<file path="config.mk">
export PLATFORM = sky130hd
export DESIGN_NAME = alu
export DESIGN_NICKNAME = d
export VERILOG_FILES = /design/src/rtl/alu.sv
export SDC_FILE = /design/constraint.sdc
export NUM_CORES = 1
export LEC_CHECK = 0
export CORE_UTILIZATION = 41
export CTS_BUF_LIST = sky130_fd_sc_hd__clkbuf_8
export DETAILED_ROUTE_END_ITERATION = 10
export PLACE_DENSITY = 0.67
export SLEW_MARGIN = 20
export SYNTH_ARGS = -nofsm -noshare
export SYNTH_HDL_FRONTEND = slang
export SYNTH_SLANG_ARGS = --single-unit
</file>
<file path="constraint.sdc">
create_clock -name i_clk -period 3.76 [get_ports i_clk]
set_clock_uncertainty 0.2 [all_clocks]
set_input_delay 0.376 -clock i_clk [delete_from_list [all_inputs] [get_ports i_clk]]
set_output_delay 0.376 -clock i_clk [all_outputs]
set_load 0.005 [all_outputs]
</file>
<file path="src/rtl/alu.sv">
// Registered 32-bit integer ALU for the RV32I execute stage.
//
// Four functional units (add/sub, less-than, boolean, barrel shifter) are computed in
// parallel; each output is gated by its bit of the one-hot select and the gated outputs
// are ORed together. The combined value is registered into o_result every rising edge.
//
// Ports:
//   i_clk        clock, all state updates on the rising edge
//   i_rst        synchronous active-high reset, clears o_result
//   i_op_a       operand A
//   i_op_b       operand B; shift amount is i_op_b[4:0]
//   i_sub        add/sub: subtract; compare: signed; right shift: arithmetic
//   i_bool_op    00 xor, 01 pass B, 10 or, 11 and
//   i_op_sel     one-hot unit select: [0] add/sub, [1] less-than, [2] boolean, [3] shift
//   i_shift_dir  0 = left, 1 = right
//   o_result     registered result, one cycle after the inputs
module alu (
    input  logic        i_clk,
    input  logic        i_rst,
    input  logic [31:0] i_op_a,
    input  logic [31:0] i_op_b,
    input  logic        i_sub,
    input  logic [1:0]  i_bool_op,
    input  logic [3:0]  i_op_sel,
    input  logic        i_shift_dir,
    output logic [31:0] o_result
);

    logic [31:0] addsub_out;
    logic [32:0] cmp_diff;
    logic        cmp_lt;
    logic [31:0] lt_out;
    logic [31:0] bool_out;
    logic [4:0]  shamt;
    logic        shift_fill;
    logic [31:0] shl_out;
    logic [63:0] shr_ext;
    logic [31:0] shr_out;
    logic [31:0] shift_out;
    logic [31:0] result_d;

    // Add/sub: A + (B ^ {32{sub}}) + sub gives A + B or A + ~B + 1.
    assign addsub_out = i_op_a + (i_op_b ^ {32{i_sub}}) + {31'b0, i_sub};

    // The comparator owns its own subtractor so that i_sub (signedness here) never
    // changes what the add/sub unit produces when both are selected.
    // Carry out of A + ~B + 1 is 1 when A >= B unsigned, so borrow = ~carry.
    assign cmp_diff = {1'b0, i_op_a} + {1'b0, ~i_op_b} + 33'd1;

    always_comb begin
        cmp_lt = ~cmp_diff[32];
        if (i_sub) begin
            // Signed: differing signs decide directly (negative A is smaller),
            // otherwise the difference cannot overflow and its sign is the answer.
            cmp_lt = (i_op_a[31] ^ i_op_b[31]) ? i_op_a[31] : cmp_diff[31];
        end
    end

    assign lt_out = {31'b0, cmp_lt};

    always_comb begin
        bool_out = 32'h0;
        case (i_bool_op)
            2'b00:   bool_out = i_op_a ^ i_op_b;
            2'b01:   bool_out = i_op_b;
            2'b10:   bool_out = i_op_a | i_op_b;
            2'b11:   bool_out = i_op_a & i_op_b;
            default: bool_out = 32'h0;
        endcase
    end

    // Barrel shifter. The fill bit is ANDed with the direction so that an undefined
    // i_sub on a left shift cannot reach the result.
    assign shamt      = i_op_b[4:0];
    assign shift_fill = i_shift_dir & i_sub & i_op_a[31];
    assign shl_out    = i_op_a << shamt;
    assign shr_ext    = {{32{shift_fill}}, i_op_a} >> shamt;
    assign shr_out    = shr_ext[31:0];
    assign shift_out  = i_shift_dir ? shr_out : shl_out;

    // AND-OR output mux: gate each unit before the OR so unselected units whose
    // don't-care inputs are undefined contribute clean zeros.
    assign result_d = (addsub_out & {32{i_op_sel[0]}})
                    | (lt_out     & {32{i_op_sel[1]}})
                    | (bool_out   & {32{i_op_sel[2]}})
                    | (shift_out  & {32{i_op_sel[3]}});

    always_ff @(posedge i_clk) begin
        if (i_rst) begin
            o_result <= 32'h0;
        end else begin
            o_result <= result_d;
        end
    end

endmodule

</file>
Word level (Yosys, flattened, before mapping)
Index checks and enable logic that the tools add are counted.
W data, S select, Z words.
{"block": "word_totals", "reg_bits": 32, "word_cells": 31, "inputBits": 74}
{"block": "op_classes", "n_eq_ne": 3, "reduce_logical": 1, "muxes": 4, "n_bitwise": 16, "shifts": 2, "add_sub_neg": 4}
{"operator": "$and A32 B32 Y32", "n": 4}
{"operator": "$or A32 B32 Y32", "n": 4}
{"operator": "$pmux W32 S4", "n": 1}
{"operator": "$shr A64 B5 Y32", "n": 1}
{"operator": "$xor A32 B32 Y32", "n": 2}
{"operator": "$add A32 B32 Y33", "n": 1}
{"operator": "$add A33 B1 Y33 const B", "n": 1}
{"operator": "$add A32 B1 Y32", "n": 1}
{"operator": "$add A32 B32 Y32", "n": 1}
{"operator": "$and A1 B32 Y32", "n": 1}
{"operator": "$mux W32", "n": 1}
{"operator": "$not A32 Y32", "n": 1}
{"operator": "$shl A32 B5 Y32", "n": 1}
{"operator": "$eq A2 B2 Y1 const B", "n": 2}
{"operator": "$and A1 B1 Y1", "n": 2}
{"operator": "$eq A2 B1 Y1 const B", "n": 1}
{"operator": "$logic_not A2 Y1", "n": 1}
{"operator": "$mux W1", "n": 2}
{"operator": "$not A1 Y1", "n": 1}
{"operator": "$xor A1 B1 Y1", "n": 1}

Depth between registers and ports, before layout
Gate-level depths: netlist (run 1).
{"block": "depth", "depth_word": 9, "depth_mapped": 18, "depth_no_buf": 16}

Worst setup path after synthesis (run 1)
OpenSTA, ideal clock, no wires.
{"block": "synth_timing", "kind": "input -> register", "start": "input i_op_b[1]", "end": "register o_result[26]", "path_slack_ns": -0.003, "setup_time_ns": 0.074, "cell_stages": 15, "t_required_ns": 3.486, "t_arrival_ns": 3.489, "path_cell_list": "buf_4 buf_2 buf_4 buf_2 xor2_1 fa_1 a21o_1 a21oi_1 o21ai_2 a2111oi_4 o21ai_2 a21oi_2 nor2_1 or3_1 a31oi_1"}
{"block": "synth_between", "elab_chain_cells": 7, "word_cells_on_any_way": 11, "cone_classes": "2 x add/sub; 2 x shift; 1 x mux; 6 x bitwise"}
{"element": "start: declaration", "line": "21", "rtl": "input logic [31:0] i_op_b,"}
{"element": "$xor A32 B32 Y32", "line": "43", "rtl": "assign addsub_out = i_op_a + (i_op_b ^ {32{i_sub}}) + {31'b0, i_sub};"}
{"element": "$add A32 B32 Y32", "line": "43"}
{"element": "$add A32 B1 Y32", "line": "43"}
{"element": "$and A32 B32 Y32", "line": "83", "rtl": "assign result_d = (addsub_out & {32{i_op_sel[0]}})"}
{"element": "$or A32 B32 Y32", "line": "84", "rtl": "| (lt_out & {32{i_op_sel[1]}})"}
{"element": "$or A32 B32 Y32", "line": "85", "rtl": "| (bool_out & {32{i_op_sel[2]}})"}
{"element": "$or A32 B32 Y32 *", "line": "86", "rtl": "| (shift_out & {32{i_op_sel[3]}});"}
{"element": "end signal: assignment", "line": "92", "rtl": "o_result <= result_d;"}
{"element": "end: declaration", "line": "26", "rtl": "output logic [31:0] o_result"}
Every way passes the cells marked *; elsewhere a longest branch is shown, timed or not.
A chain may end at the register's enable or synchronous reset.

Final worst setup path (run 1)
{"block": "layout_timing", "start": "input i_op_a[12]", "end": "register o_result[0]"}
{"block": "layout_between", "elab_chain_cells": 8, "word_cells_on_any_way": 13, "cone_classes": "2 x add/sub; 2 x shift; 3 x mux; 6 x bitwise"}
{"element": "start: declaration", "line": "20", "rtl": "input logic [31:0] i_op_a,"}
{"element": "$add A32 B32 Y33", "line": "48", "rtl": "assign cmp_diff = {1'b0, i_op_a} + {1'b0, ~i_op_b} + 33'd1;"}
{"element": "$add A33 B1 Y33", "line": "48"}
{"element": "$mux W1 or $not A1 Y1 (tied branches)", "line": "55, 51"}
{"element": "$mux W1", "line": "52", "rtl": "if (i_sub) begin"}
{"element": "$and A1 B32 Y32", "line": "84"}
{"element": "$or A32 B32 Y32", "line": "84"}
{"element": "$or A32 B32 Y32", "line": "85"}
{"element": "$or A32 B32 Y32 *", "line": "86"}
Marked as above.

==> results of run 1 <==
-- area by class of cell --
class | count | area, sq um
inverters | 114 | 428
flip-flops and latches | 32 | 641
clock inverters | 1 | 30.0
repair buffers | 179 | 1590
well taps | 280 | 350
fillers | 2104 | 11000
multi-input cells | 894 | 7800
clock buffers | 7 | 96.3
-- per-stage QoR --
step                setup WS (ns)  hold WS [ns]
global placement         -0.00962         0.844
floorplan                  0.0727         0.392
finish                      0.217         0.545
global route               0.0799         0.530
CTS                         0.274         0.540
detailed placement        -0.0347         0.840
-- layer usage --
layer	part of all wire [%]	vias up	global-route usage, %
met2	45	517	44.2
met4	2.9	0	9.86
met5	0	-	0
met3	10	68	5.32
li1	-	4318	-
met1	42	4561	39.5
-- final timing paths --
kind	end	slack, ns
worst min-delay path	o_result[1]	0.55
worst max-delay path	o_result[0]	0.22
-- layout by cell type, fill, tap and decap left out, drive strengths merged, types with 19 or more instances in the layout --
cell type and instances:
a21oi 84, o21ai 52, mux2i 31, xor2 41, nand2 66, dfxtp 32
nor3 19, buf 82, mux4 92, inv 113, ha 127, nor2 151
clkdlybuf4s50 97, a21o 20
-- cells by family after synthesis --
family                     Yosys count  synth area share, %
muxes                              126                 26.9
and+or+nand+nor                    296                 13.9
buffers and inverters              192                 8.70
adders and majority gates          129                 17.6
DFF                                 32                 6.93
xor gates and xnor gates            57                 5.40
AOI/OAI and AO/OA                  286                 20.6
-- power by group through the flow --
stage,clock network [uW],logic [uW],registers (uW)
floorplan,0,1050,419
detailed placement,0,1660,415
global route,414,1840,413
CTS,401,1670,409
global placement,0,1640,417
finish,391,1700,408
==> flow_metrics.py, run 1 <==
metrics = {
    "critical_path": {
        "crit_fanout": 2,
        "cp.arrival_ns": 3.53,
        "worstSetupStartpoint": "i_op_a[12]",
        "cp-end-kind": "flip-flop",
        "cpMostUsedCell": "nand3_1",
        "start_kind": "primary input",
        "cp_top_family": "simple AND/OR/NAND/NOR gates",
        "cp_num_buf_inv": 3,
        "critPathKind": "primary input to flip-flop",
        "crit_chain": "clkdlybuf4s50_1 -> inv_1 -> ha_1 -> or4_1 -> nor3_1 -> nand3_1 -> o311ai_0 -> a21o_1 -> a211oi_1 -> inv_1 -> a31oi_1 -> fa_1 -> nand3_1 -> nand3_1 -> a21oi_1 -> o32ai_1",
        "cp.depth": 16,
        "crit_slowest_cell": "clkdlybuf4s50_1",
        "max_stage_delay_ns": 0.60,
        "cp.required_ns": 3.75,
    },
    "sta": {
        "rsz0062_at_grt": "false",
        "slew-limit-headroom_pct": 30.9,
        "period_minus_slack_ns": 3.54,
        "setup_violations": 0,
        "post-route-period-util_pct": 94.2,
        "tns_ns": 0,
        "slew_violations": 0,
        "hold_viol": 0,
        "clock.fmax_mhz": 282,
        "max_slew.worst_pin.slew_ns": 1.04,
    },
    "synth": {
        "synth_area_per_cell_sq_um": 8.27,
        "synth-async-reset-ratio_pct": 0,
        "ys_warn_count": 0,
        "yosys.area.top_type": "mux4_2",
        "synth_enable_flop_cells": 0,
        "synth_top_area_share_pct": 18.0,
        "synthesis.nets": 1321,
        "yosysUniqueCellTypes": 77,
        "ys.flop_type": "dfxtp_1",
        "synth_cells": 1118,
        "synthTopCellsByArea": "mux4_2 18%, ha_1 17%, dfxtp_1 6.9%, nor2_1 6.1%, mux4_1 5.1%",
        "yosysMostFrequentCell": "nor2_1",
        "yosysSeqAreaShare_pct": 6.93,
        "yosys_register_bits": 32,
        "synth_common_cells": "151 x nor2_1, 127 x ha_1, 112 x inv_1, 82 x a21oi_1, 74 x mux4_2",
        "synth_area_sq_um": 9250,
    },
    "clocking": {
        "cts_root_buf": "clkbuf_8",
        "clkTransAtPathRegs_ns": 0.08,
        "clock-sinks": 32,
        "holdBufCountCts": 0,
        "cts_tree": "done",
        "cts.repair.resized": 0,
        "numCtsBuffers": 5,
        "cts_htree_levels": 2,
        "postCtsSetupRepairBufs": 0,
        "cts.path.max_buffers": 2,
    },
    "pwr": {
        "internal_power_uw": 1420,
        "p_sw_share_pct": 43.4,
        "total_power_uw": 2500,
        "comb_power_share_pct": 68.1,
        "ir_drop_mv": 0.150,
        "p_leak_uw": 0.00489,
        "p_seq_share_pct": 16.3,
        "clkPwrFrac_pct": 15.6,
        "switchingPower_uw": 1090,
        "pwr_density_cell_nw_per_um2": 229,
    },
    "hold_path": {
        "hold_class": "primary input to flip-flop",
        "worstHoldPathCells": 4,
        "hp-start": "i_op_b[1]",
    },
    "cells_and_area": {
        "largest_reg_flops": 32,
        "reg_top3": "o_result x32",
        "final_core_util_pct": 49.8,
        "instances_no_fill": 1507,
        "final_nets": 1429,
        "fin_area_sq_um": 10900,
        "layout-area-overhead-vs-synth_pct": 18.3,
        "diodes": 0,
        "top_register": "o_result",
        "drive_above_1_share_pct": 15.2,
    },
    "flow_run": {
        "drv_cap": 0,
    },
    "floorplan": {
        "initial_core_util_pct": 42.1,
        "die-area_sq_um": 23200,
        "die_x_um": 152,
        "die_h_um": 152,
        "row_count": 54,
        "core_area_sq_um": 22000,
        "ios": 106,
    },
    "drt": {
        "firstDrtPassIters": 11,
        "vias": 9464,
        "wl_per_cell_um": 21.9,
        "vias_per_cell": 6.28,
        "postRouteAntennaNets": 0,
        "drc": 3,
        "wl_mm": 32.9,
        "drtIter0Drc": 1195,
    },
    "placed_design": {
        "place_congestion": 0.990,
        "place_inst": 1499,
        "dpl-instance-area_sq_um": 10800,
        "numPortBuffers": 105,
        "dpl.hpwl_mm": 25.3,
    },
    "grt": {
        "grt_max_degree": 67,
        "grt-ovfl-total": 0,
        "grt_pass1_wl_mm": 51.7,
        "antenna_found_initial": 0,
        "grtUsageTotal_pct": 28.4,
        "grt_pass1_vias": 9128,
    },
    "status": {
        "violations": "design-rule violations",
        "status": "finished with violations",
    },
}
Power figures use the tool's default switching activity.
==> run 2: changes to the inputs <==
--- a/config.mk
+++ b/config.mk
@@ -5,10 +5,10 @@
 export SDC_FILE = /design/constraint.sdc
 export NUM_CORES = 1
 export LEC_CHECK = 0
-export CORE_UTILIZATION = 41
+export CORE_UTILIZATION = 50
 export CTS_BUF_LIST = sky130_fd_sc_hd__clkbuf_8
 export DETAILED_ROUTE_END_ITERATION = 10
-export PLACE_DENSITY = 0.67
+export PLACE_DENSITY = 0.78
 export SLEW_MARGIN = 20
 export SYNTH_ARGS = -nofsm -noshare
 export SYNTH_HDL_FRONTEND = slang
==> flow_metrics.py, run 2 (synthesis results as in run 1) <==
metrics = {
    "status": {
        "status": "completed",
    },
    "pwr": {
        "p_leak_uw": 0.00485,
        "ir_drop_mv": 0.229,
        "pwr_density_cell_nw_per_um2": 228,
    },
    "floorplan": {
        "core_area_sq_um": 18000,
        "die_h_um": 138,
        "die-area_sq_um": 19000,
        "row_count": 49,
        "ios": 106,
        "die_x_um": 138,
        "initial_core_util_pct": 51.3,
    },
    "sta": {
        "setup_violations": 0,
        "slew-limit-headroom_pct": 42.3,
        "hold_viol": 0,
        "slew_violations": 0,
        "max_slew.worst_pin.slew_ns": 0.864,
        "clock.fmax_mhz": 285,
        "post-route-period-util_pct": 93.4,
        "rsz0062_at_grt": "false",
        "whs_ns": 0.472,
        "period_minus_slack_ns": 3.51,
    },
    "grt": {
        "grt-ovfl-total": 0,
        "grt_pass1_wl_mm": 49.5,
        "grt_max_degree": 70,
        "antenna_found_initial": 0,
        "grt_pass1_vias": 8930,
        "grtUsageTotal_pct": 34.2,
    },
    "critical_path": {
        "worstSetupStartpoint": "i_op_a[12]",
        "cpMostUsedCell": "nand3_1",
        "cp.arrival_ns": 3.52,
        "critPathKind": "primary input to flip-flop",
        "max_stage_delay_ns": 0.56,
        "crit_fanout": 2,
        "crit_chain": "clkdlybuf4s50_1 -> inv_1 -> ha_1 -> or4_1 -> nor3_1 -> nand3_1 -> o311ai_0 -> a21o_1 -> a211oi_1 -> inv_1 -> a31oi_1 -> fa_1 -> nand3_1 -> nand3_1 -> a21oi_1 -> o32ai_1",
        "cp.required_ns": 3.77,
        "crit_slowest_cell": "clkdlybuf4s50_1",
        "cp-end-kind": "flip-flop",
        "start_kind": "primary input",
    },
    "cells_and_area": {
        "top_register": "o_result",
        "drive_above_1_share_pct": 14.4,
        "final_cell_mix": "151 x nor2_1, 127 x ha_1, 113 x inv_1",
        "final_nets": 1422,
        "diodes": 0,
        "reg_top3": "o_result x32",
        "largest_reg_flops": 32,
        "layout-area-overhead-vs-synth_pct": 17.0,
        "instances_no_fill": 1449,
        "final_common_cell": "nor2_1",
    },
    "drt": {
        "vias_per_cell": 6.69,
        "wl_mm": 32.0,
        "wl_per_cell_um": 22.1,
        "drc": 0,
        "vias": 9692,
        "firstDrtPassIters": 6,
        "drtIter0Drc": 1325,
        "postRouteAntennaNets": 0,
    },
    "hold_path": {
        "hp-start": "i_op_b[2]",
        "hold_class": "primary input to flip-flop",
        "worstHoldPathCells": 4,
        "min_to": "o_result[2]",
    },
    "clocking": {
        "postCtsSetupRepairBufs": 0,
        "cts_tree": "done",
        "cts_root_buf": "clkbuf_8",
        "clkTransAtPathRegs_ns": 0.09,
        "numCtsBuffers": 5,
        "clock-sinks": 32,
        "cts.path.max_buffers": 2,
        "cts_htree_levels": 2,
        "holdBufCountCts": 0,
        "cts.repair.resized": 0,
    },
    "placed_design": {
        "numPortBuffers": 105,
        "place_congestion": 1.07,
        "dpl.hpwl_mm": 24.5,
        "place_inst": 1441,
    },
    "flow_run": {
        "drv_cap": 0,
    },
}
run 2: metrics by stage:
step | util (%) | worst slack (ns) | area [sq um] | total power (uW) | TNS [ns]
floorplan | - | 0.0727 | 9250 | 1470 | 0
global placement | 59.4 | 0.0237 | 10700 | 2030 | 0
detailed placement | 59.4 | -0.0471 | 10700 | 2060 | -0.0936
CTS | 60.0 | 0.290 | 10800 | 2420 | 0
global route | 60.0 | 0.124 | 10800 | 2600 | 0
finish | 60.0 | 0.247 | 10800 | 2460 | 0
run 2: worst max-delay path by stage:
stage	endpoint	depth (start not counted)	slack, ns
global placement	o_result[0]	16	0.02
finish	o_result[0]	16	0.25
global route	o_result[26]	12	0.12
floorplan	o_result[26]	15	0.07
detailed placement	o_result[0]	16	-0.05
CTS	o_result[0]	16	0.29
run 2: final cells by class:
cell class	count	area [sq um]
inverter	114	428
tap	229	287
clock buffer	5	68.8
fill	1606	7210
clock inverter	3	38.8
timing repair buffer	172	1550
sequential	32	641
multi-input combinational	894	7800
run 2: power by group:
part | total, uW | internal [uW] | switching [uW]
Sequential | 409 | 391 | 17.8
Clock | 362 | 194 | 167
Combinational | 1690 | 783 | 909
Total | 2460 | 1370 | 1090
run 2: per-layer routing:
layer  vias to the layer above  global-route usage [%]  wire, um
met4                         0                    13.0      1120
met5                         -                       0         0
met1                      4664                    46.6     12900
li1                       4304                       -         -
met2                       631                    52.7     14300
met3                        93                    7.53      3660
run 2: worst max-delay path, delay by kind of cell:
family          cells  cell delay (ns)
compound gates      6             0.80
fa+ha+maj           2             0.70
buf+inv             3             0.72
simple gates        5             0.91
